[src/rtl/pipeline_ctrl.sv]
// Stall/flush controller: stall, flush and flush_pc are combinational from inputs and state; watchdog and counters registered.
// Define PIPELINE_PERF_COUNTER_EN to build the load-use and memory stall performance counters.
module pipeline_ctrl #(
    parameter logic [31:0] EXC_VECTOR    = 32'hBFC00380,
    parameter int          FLUSH_CYCLES  = 1,
    parameter int          TIMEOUT_WIDTH = 16,
    parameter int          PERF_WIDTH    = 32
) (
    input  logic                  clk,
    input  logic                  rst,
    input  logic                  load_related_1,
    input  logic                  load_related_2,
    input  logic                  stall_req_if,
    input  logic                  stall_req_mem,
    input  logic                  exc_flag,
    output logic [4:0]            stall,
    output logic                  flush,
    output logic [31:0]           flush_pc,
    output logic                  stall_timeout,
    output logic [PERF_WIDTH-1:0] load_stall_cnt,
    output logic [PERF_WIDTH-1:0] mem_stall_cnt
);

    localparam int CW = (FLUSH_CYCLES > 1) ? $clog2(FLUSH_CYCLES) : 1;
    localparam logic [TIMEOUT_WIDTH-1:0] WD_MAX = '1;

    typedef enum logic {
        S_RUN   = 1'b0,
        S_FLUSH = 1'b1
    } state_t;

    state_t                   r_state;
    state_t                   w_state_nxt;
    logic [CW-1:0]            r_cnt;
    logic [CW-1:0]            w_cnt_nxt;
    logic [TIMEOUT_WIDTH-1:0] r_wd;
    logic [TIMEOUT_WIDTH-1:0] w_wd_nxt;
    logic                     r_timeout;

    always_ff @(posedge clk) begin
        if (rst) begin
            r_state <= S_RUN;
            r_cnt   <= '0;
        end else begin
            r_state <= w_state_nxt;
            r_cnt   <= w_cnt_nxt;
        end
    end

    always_comb begin
        w_state_nxt = r_state;
        w_cnt_nxt   = r_cnt;
        stall       = 5'b00000;
        flush       = 1'b0;
        case (r_state)
            S_RUN: begin
                // A memory stall freezes MEM, so a pending exception waits there until it releases.
                if (stall_req_mem) begin
                    stall = 5'b11111;
                end else if (exc_flag) begin
                    flush = 1'b1;
                    if (FLUSH_CYCLES > 1) begin
                        w_state_nxt = S_FLUSH;
                        w_cnt_nxt   = CW'(FLUSH_CYCLES - 1);
                    end
                end else if (load_related_1 || load_related_2) begin
                    stall = 5'b00011;
                end else if (stall_req_if) begin
                    stall = 5'b00001;
                end
            end
            S_FLUSH: begin
                flush     = 1'b1;
                w_cnt_nxt = r_cnt - CW'(1);
                if (r_cnt == CW'(1)) begin
                    w_state_nxt = S_RUN;
                end
            end
            default: begin
                w_state_nxt = S_RUN;
            end
        endcase
    end

    assign flush_pc = flush ? EXC_VECTOR : 32'h0;

    always_comb begin
        w_wd_nxt = r_wd;
        if (flush || (stall == 5'b00000)) begin
            w_wd_nxt = '0;
        end else if (r_wd != WD_MAX) begin
            w_wd_nxt = r_wd + TIMEOUT_WIDTH'(1);
        end
    end

    always_ff @(posedge clk) begin
        if (rst) begin
            r_wd      <= '0;
            r_timeout <= 1'b0;
        end else begin
            r_wd <= w_wd_nxt;
            if (w_wd_nxt == WD_MAX) begin
                r_timeout <= 1'b1;
            end
        end
    end

    assign stall_timeout = r_timeout;

`ifdef PIPELINE_PERF_COUNTER_EN
    logic                  w_load_use;
    logic                  w_mem_win;
    logic [PERF_WIDTH-1:0] r_load_cnt;
    logic [PERF_WIDTH-1:0] r_mem_cnt;

    assign w_load_use = (stall == 5'b00011);
    assign w_mem_win  = (r_state == S_RUN) && stall_req_mem;

    always_ff @(posedge clk) begin
        if (rst) begin
            r_load_cnt <= '0;
            r_mem_cnt  <= '0;
        end else begin
            if (w_load_use) begin
                r_load_cnt <= r_load_cnt + PERF_WIDTH'(1);
            end
            if (w_mem_win) begin
                r_mem_cnt <= r_mem_cnt + PERF_WIDTH'(1);
            end
        end
    end

    assign load_stall_cnt = r_load_cnt;
    assign mem_stall_cnt  = r_mem_cnt;
`else
    assign load_stall_cnt = '0;
    assign mem_stall_cnt  = '0;
`endif

endmodule

[config.mk]
export PLATFORM = sky130hd
export DESIGN_NAME = pipeline_ctrl
export DESIGN_NICKNAME = d
export VERILOG_FILES = /design/src/rtl/pipeline_ctrl.sv
export SDC_FILE = /design/constraint.sdc
export NUM_CORES = 1
export LEC_CHECK = 0
export ABC_CLOCK_PERIOD_IN_PS = 3550
export CORE_ASPECT_RATIO = 0.9
export CORE_UTILIZATION = 42
export CTS_CLUSTER_SIZE = 20
export DETAILED_ROUTE_END_ITERATION = 7
export GPL_TIMING_DRIVEN = 1
export PLACE_DENSITY = 0.87
export SLEW_MARGIN = 25
export SYNTH_ARGS = -nofsm -noshare
export SYNTH_HDL_FRONTEND = slang
export SYNTH_SLANG_ARGS = --single-unit
[constraint.sdc]
create_clock -name clk -period 3.55 [get_ports clk]
set_clock_uncertainty 0.15 [all_clocks]
set_input_delay 0.355 -clock clk [delete_from_list [all_inputs] [get_ports clk]]
set_output_delay 0.355 -clock clk [all_outputs]
set_load 0.1 [all_outputs]
==> impl_metrics.json, run 1 <==
{
  "status": "complete, no violations",
  "fp.dieArea_sq_mm": 0.004888,
  "synth_top_area_share_pct": 38.37,
  "cp.required_ns": 3.60,
  "path_buf_inv": 0,
  "utilization_pct": 40.37,
  "grt_max_degree": 15,
  "area_delta_synth_final_pct": -7.623,
  "cts_hold_buf": 0,
  "ant_nets": 0,
  "cts_max_path_buffers": 2,
  "io_buffers": 25,
  "drc": 0,
  "initial_core_util_pct": 43.70,
  "first_pass_iters": 6,
  "arrival_ns": 2.74,
  "hpwlAfterDp_microns": 2546,
  "slew_violations": 0,
  "postSynthCellCount": 247,
  "synth_top_family_by_area": "buffers and inverters",
  "crit_path_top_delay_cell": "nor4_1",
  "grt_pass1_wl_microns": 4885,
  "worst_path_dominant_cell_family": "simple AND/OR/NAND/NOR gates",
  "setup_violations": 0,
  "cpPeakStageDelay_ns": 0.58,
  "synth-xor-area-share_pct": 2.261,
  "synth_compound_area_share_pct": 11.95,
  "cp-start-kind": "register",
  "path_clk_slew_ns": 0.07,
  "yosys-top-cells-area": "buf_4 38%, dfxtp_1 20%, nor2_1 3.3%",
  "crit_chain": "ha_1 -> nand4_1 -> nor4_1 -> nor3_1 -> nor3_1 -> nand4_1 -> o21ai_1",
  "synth-edff-count": 0,
  "peakVddDrop_mv": 0.1745,
  "multi_input_area_sq_mm": 0.001065,
  "ys_types": 53,
  "ys_top_cells_by_count": "99 x buf_4, 19 x dfxtp_1, 17 x nor2_1",
  "wl_per_cell_microns": 10.58,
  "rsz0062_at_grt": "false",
  "p_per_area_mw_per_mm2": 494.8,
  "root_buffer": "clkbuf_8",
  "max_cap_violations": 0,
  "seqCellArea_sq_um": 380.4,
  "core.rowCount": 23,
  "ys_seq_elements": 19,
  "core-area_sq_mm": 0.004432,
  "synth.most_common_cell": "buf_4",
  "synth_fa_ha_area_share_pct": 0.6460,
  "muxShareOfSynthArea_pct": 0.5168,
  "ys_warn_count": 0,
  "tightest_slew_ns": 0.9559,
  "drtIter0Drc": 185,
  "first_global_vias": 1040,
  "synthFlopType": "dfxtp_1",
  "synth.avg_cell_area_sq_um": 7.842,
  "die_w_microns": 73.58,
  "cts_tree": "yes",
  "clock-sinks": 19,
  "vias_per_cell": 4.541,
  "fp.dieH_microns": 66.43,
  "fillerInstances": 474,
  "antennaDiodeCount": 0,
  "p_leak_uw": 0.0007595,
  "postCtsSetupBuffers": 0,
  "insertion_delay_ns": 0.26,
  "fin_crit_ns": 2.697,
  "overflow": 0,
  "yosys.area.top_type": "buf_4",
  "numCtsBuffers": 3,
  "slew_headroom_pct": 36.08,
  "ios": 110,
  "async_flop_share_pct": 0,
  "fmax_ghz": 0.3708,
  "synth-simple-area-share_pct": 23.32,
  "antenna_found_initial": 0,
  "synth_area_sq_mm": 0.001937,
  "wirelength_microns": 3321,
  "worstSetupPathType": "register to register",
  "cp-end-kind": "register",
  "yosysSeqAreaShare_pct": 19.64,
  "gp_congestion": 0.8921,
  "htree_levels": 1,
  "grt_usage_pct": 13.07,
  "finalSetupTns_ns": 0,
  "worstHoldPathType": "register to register",
  "cts_resized": 0,
  "drive_gt1_share_pct": 12.30,
  "worstPathMaxFanout": 7,
  "fin_nets": 261,
  "vias": 1426,
  "hold_viol_final": 0,
  "post-route-period-util_pct": 75.97
}
-- power breakdown --
part / leakage [uW] / internal, uW / switching (uW)
registers: 0.000153 / 215 / 4.24
logic: 0.000581 / 25.8 / 487
clock network: 0.0000255 / 78.1 / 75.5
-- through the flow --
| stage | cell area (sq um) | setup WS (ns) | total power [uW] | instances | hold WS [ns] |
|---|---|---|---|---|---|
| 2_1_floorplan | 2248 | 0.6442 | 790.5 | 330 | 0.2658 |
| 3_3_place_gp | 1743 | 0.7658 | 733.6 | 310 | 0.2790 |
| 3_5_place_dp | 1743 | 0.7396 | 734.6 | 310 | 0.2890 |
| 4_1_cts | 1789 | 0.9572 | 884.9 | 314 | 0.2996 |
| 5_1_grt | 1789 | 0.5337 | 910.0 | 314 | 0.3216 |
| 6_report | 1789 | 0.8531 | 885.4 | 314 | 0.2924 |
-- area by class of cell --
type                            instances  area share (%)
Clock inverter                          1          0.2797
Clock buffer                            3           2.308
Sequential cell                        19           21.26
Multi-Input combinational cell        200           59.51
Inverter                                4          0.8392
Tap cell                               62           4.336
Timing Repair Buffer                   25           11.47
-- cells in the final DEF (no fill, tap or decap), types with 2 or more instances in the layout --
master / count
conb_1: 84
dfxtp_1: 19
buf_4: 18
nor2_1: 17
nand2_1: 10
nor3_1: 9
nand4_1: 8
clkdlybuf4s50_1: 7
nor4_1: 6
nand3_1: 5
a21oi_1: 5
inv_1: 4
xnor2_1: 4
and4_1: 3
o211ai_1: 3
o22ai_1: 3
clkbuf_8: 3
nor2b_1: 2
or2_2: 2
and3_1: 2
or4_1: 2
nand4b_1: 2
o21ai_0: 2
o21a_1: 2
a31oi_1: 2
-- path summary, 6_finish.rpt --
kind	start	to	slack [ns]	depth (start not counted)
worst min register to register	r_cnt	r_state	0.29	1
worst max-delay path	r_wd[0]	stall_timeout	0.85	7
worst min-delay path	r_cnt	r_state	0.29	1
worst max register to register	r_wd[0]	stall_timeout	0.85	7
-- state kept, by name, summed over array words and instances, names as in the netlist --
register,count
r_cnt,1
r_state,1
r_wd,16
stall_timeout,1
-- layer usage --
layer,part of all wire [%],global-route usage (%)
met1,43,18.60
met2,46,18.46
met3,9.0,2.134
met4,1.9,6.971
met5,0,0
-- logic make-up after synthesis --
| logic type | count (synthesis) |
|---|---|
| xor+xnor | 5 |
| compound gates | 31 |
| other cells | 1 |
| flops | 19 |
| buf+inv | 111 |
| mux | 1 |
| fa+ha+maj | 1 |
| simple gates | 78 |
(Power assumes the default switching activity.)
==> inputs of run 2 (changes only) <==
ABC_CLOCK_PERIOD_IN_PS = 2400   (was 3550)
CORE_UTILIZATION = 35   (was 42)
PLACE_DENSITY = 0.77   (was 0.87)
clock period = 2.4 ns   (was 3.55 ns; I/O delays follow)
==> run 2 against run 1 <==
Compared with the run above: utilization increased by 1.4 points; sequential share of layout area decreased by 3.8 points; sequential cell count unchanged; count of clock-buffer cells in the layout increased by 1; fmax increased by 18%; via count increased by 8.3%; total power increased by 55%; worst hold slack got worse by 0.0016 ns; non-clock buffer count increased by 18; combinational power increased by 61%; sequential power increased by 47%; global-route usage increased by 0.33 points.
==> impl_metrics.json, run 2 (synthesized netlist as in run 1, its figures left out) <==
{
  "die_w_microns": 80.42,
  "finalHoldWorstSlack_ns": 0.2908,
  "ant_nets": 0,
  "first_pass_iters": 4,
  "utilization_pct": 41.75,
  "top_register": "r_wd",
  "r2r-end": "stall_timeout",
  "final_cell_mix": "84 x conb_1, 19 x buf_4, 18 x buf_12",
  "worstSetupPathType": "register to register",
  "core.rowCount": 25,
  "cp-end-kind": "register",
  "wirelength_microns": 3945,
  "insertion_delay_ns": 0.25,
  "hpwlAfterDp_microns": 3002,
  "arrival_ns": 2.32,
  "largest_reg_flops": 16,
  "setup_violations": 0,
  "r2r_start": "r_wd[1]",
  "hold_start": "r_cnt",
  "vias_per_cell": 4.582,
  "power.switching_uw": 844.5,
  "status": "complete, no violations",
  "clock-sinks": 19,
  "fp.dieArea_sq_mm": 0.005836,
  "drive_gt1_share_pct": 23.70,
  "power.total_uw": 1370,
  "vias": 1544,
  "numCtsBuffers": 3,
  "post-route-period-util_pct": 95.02,
  "fp.dieH_microns": 72.57,
  "root_buffer": "clkbuf_8",
  "cts_hold_buf": 0,
  "hold_viol_final": 0,
  "p_per_area_mw_per_mm2": 620.7,
  "area_delta_synth_final_pct": 13.95,
  "clkPwrFrac_pct": 16.3,
  "slew_violations": 0,
  "worstHoldPathType": "register to register",
  "antenna_found_initial": 0,
  "fin_nets": 279,
  "fmax_ghz": 0.4385,
  "p_sw_share_pct": 61.64,
  "finalNonFillerCells": 337,
  "cts_max_path_buffers": 2,
  "final_common_cell": "conb_1",
  "setup.worst_path.start": "r_wd[1]",
  "holdPathEnd": "r_state",
  "seqPwrFrac_pct": 23.4,
  "internal_power_uw": 525.5,
  "ff2ff_path_depth": 7,
  "htree_levels": 1,
  "cp.required_ns": 2.44,
  "core-area_sq_mm": 0.005286,
  "cts_tree": "yes",
  "first_global_vias": 1306,
  "drc": 0,
  "gp_congestion": 0.8736,
  "overflow": 0,
  "antennaDiodeCount": 0,
  "dp.cells": 332,
  "io_buffers": 25,
  "p_leak_uw": 0.0009230,
  "wl_per_cell_microns": 11.71,
  "r2r_slack_ns": 0.12,
  "peakVddDrop_mv": 0.2052,
  "grt_max_degree": 14,
  "drtIter0Drc": 197,
  "worstPathMaxFanout": 4,
  "fin_crit_ns": 2.280,
  "rsz0062_at_grt": "false",
  "grt_usage_pct": 13.40,
  "path_clk_slew_ns": 0.07,
  "cp-start-kind": "register",
  "max_cap_violations": 0,
  "comb_power_share_pct": 60.3,
  "grt_pass1_wl_microns": 6120,
  "initial_core_util_pct": 36.64,
  "ios": 110,
  "holdPathStages": 1
}
==> run 2: through the flow <==
step           setup TNS, ns  worst slack (ns)  cell area, sq um
2_1_floorplan              0           0.08704              2257
3_3_place_gp        -0.04163          -0.04163              2108
3_5_place_dp         -0.1123           -0.1123              2108
4_1_cts                    0           0.06019              2153
5_1_grt                    0          0.009981              2207
6_report                   0            0.1195              2207
==> run 2: worst max path at each step <==
stage                                to  slack, ns  depth (start not counted)
after floorplan           stall_timeout       0.09                          7
after global placement    stall_timeout      -0.04                          7
after detailed placement  stall_timeout      -0.11                          7
after CTS                 stall_timeout       0.06                          6
after global routing      stall_timeout       0.01                          6
final                     stall_timeout       0.12                          7
==> run 2: routing by layer <==
layer	GRT usage (%)	vias up	routed length (microns)
li1	-	728	-
met1	17.25	718	1534
met2	21.09	94	2041
met3	3.500	4	319
met4	5.754	0	49
met5	0	-	0
==> run 2: final cells by class <==
cell class,count,area [sq um]
Clock buffer,4,45.04
Tap cell,67,83.83
Multi-Input combinational cell,200,1111
Inverter,4,18.77
Timing Repair Buffer,43,563.0
Sequential cell,19,385.4
Fill cell,526,3079
==> run 2: power groups by stage <==
stage	registers [uW]	logic [uW]	clock network, uW
4_1_cts	321	823	222
6_report	321	825	224
3_3_place_gp	328	823	0
3_5_place_dp	328	823	0
2_1_floorplan	330	841	0
5_1_grt	321	842	241
==> run 2: what timing repair did <==
item | 4_1_cts | 5_1_grt
gates resized for setup | 0 | 13
setup buffers | 0 | 1
endpoints found under the setup margin | 0 | 1
==> run 2: critical path, cell delays in order, from the launching register on <==
cell and delay [ns]:
dfxtp_1 0.32, ha_2 0.21, and2_4 0.16, or4b_4 0.51, o22ai_2 0.18, nor2_2 0.06
or4_1 0.51, o21ai_1 0.12
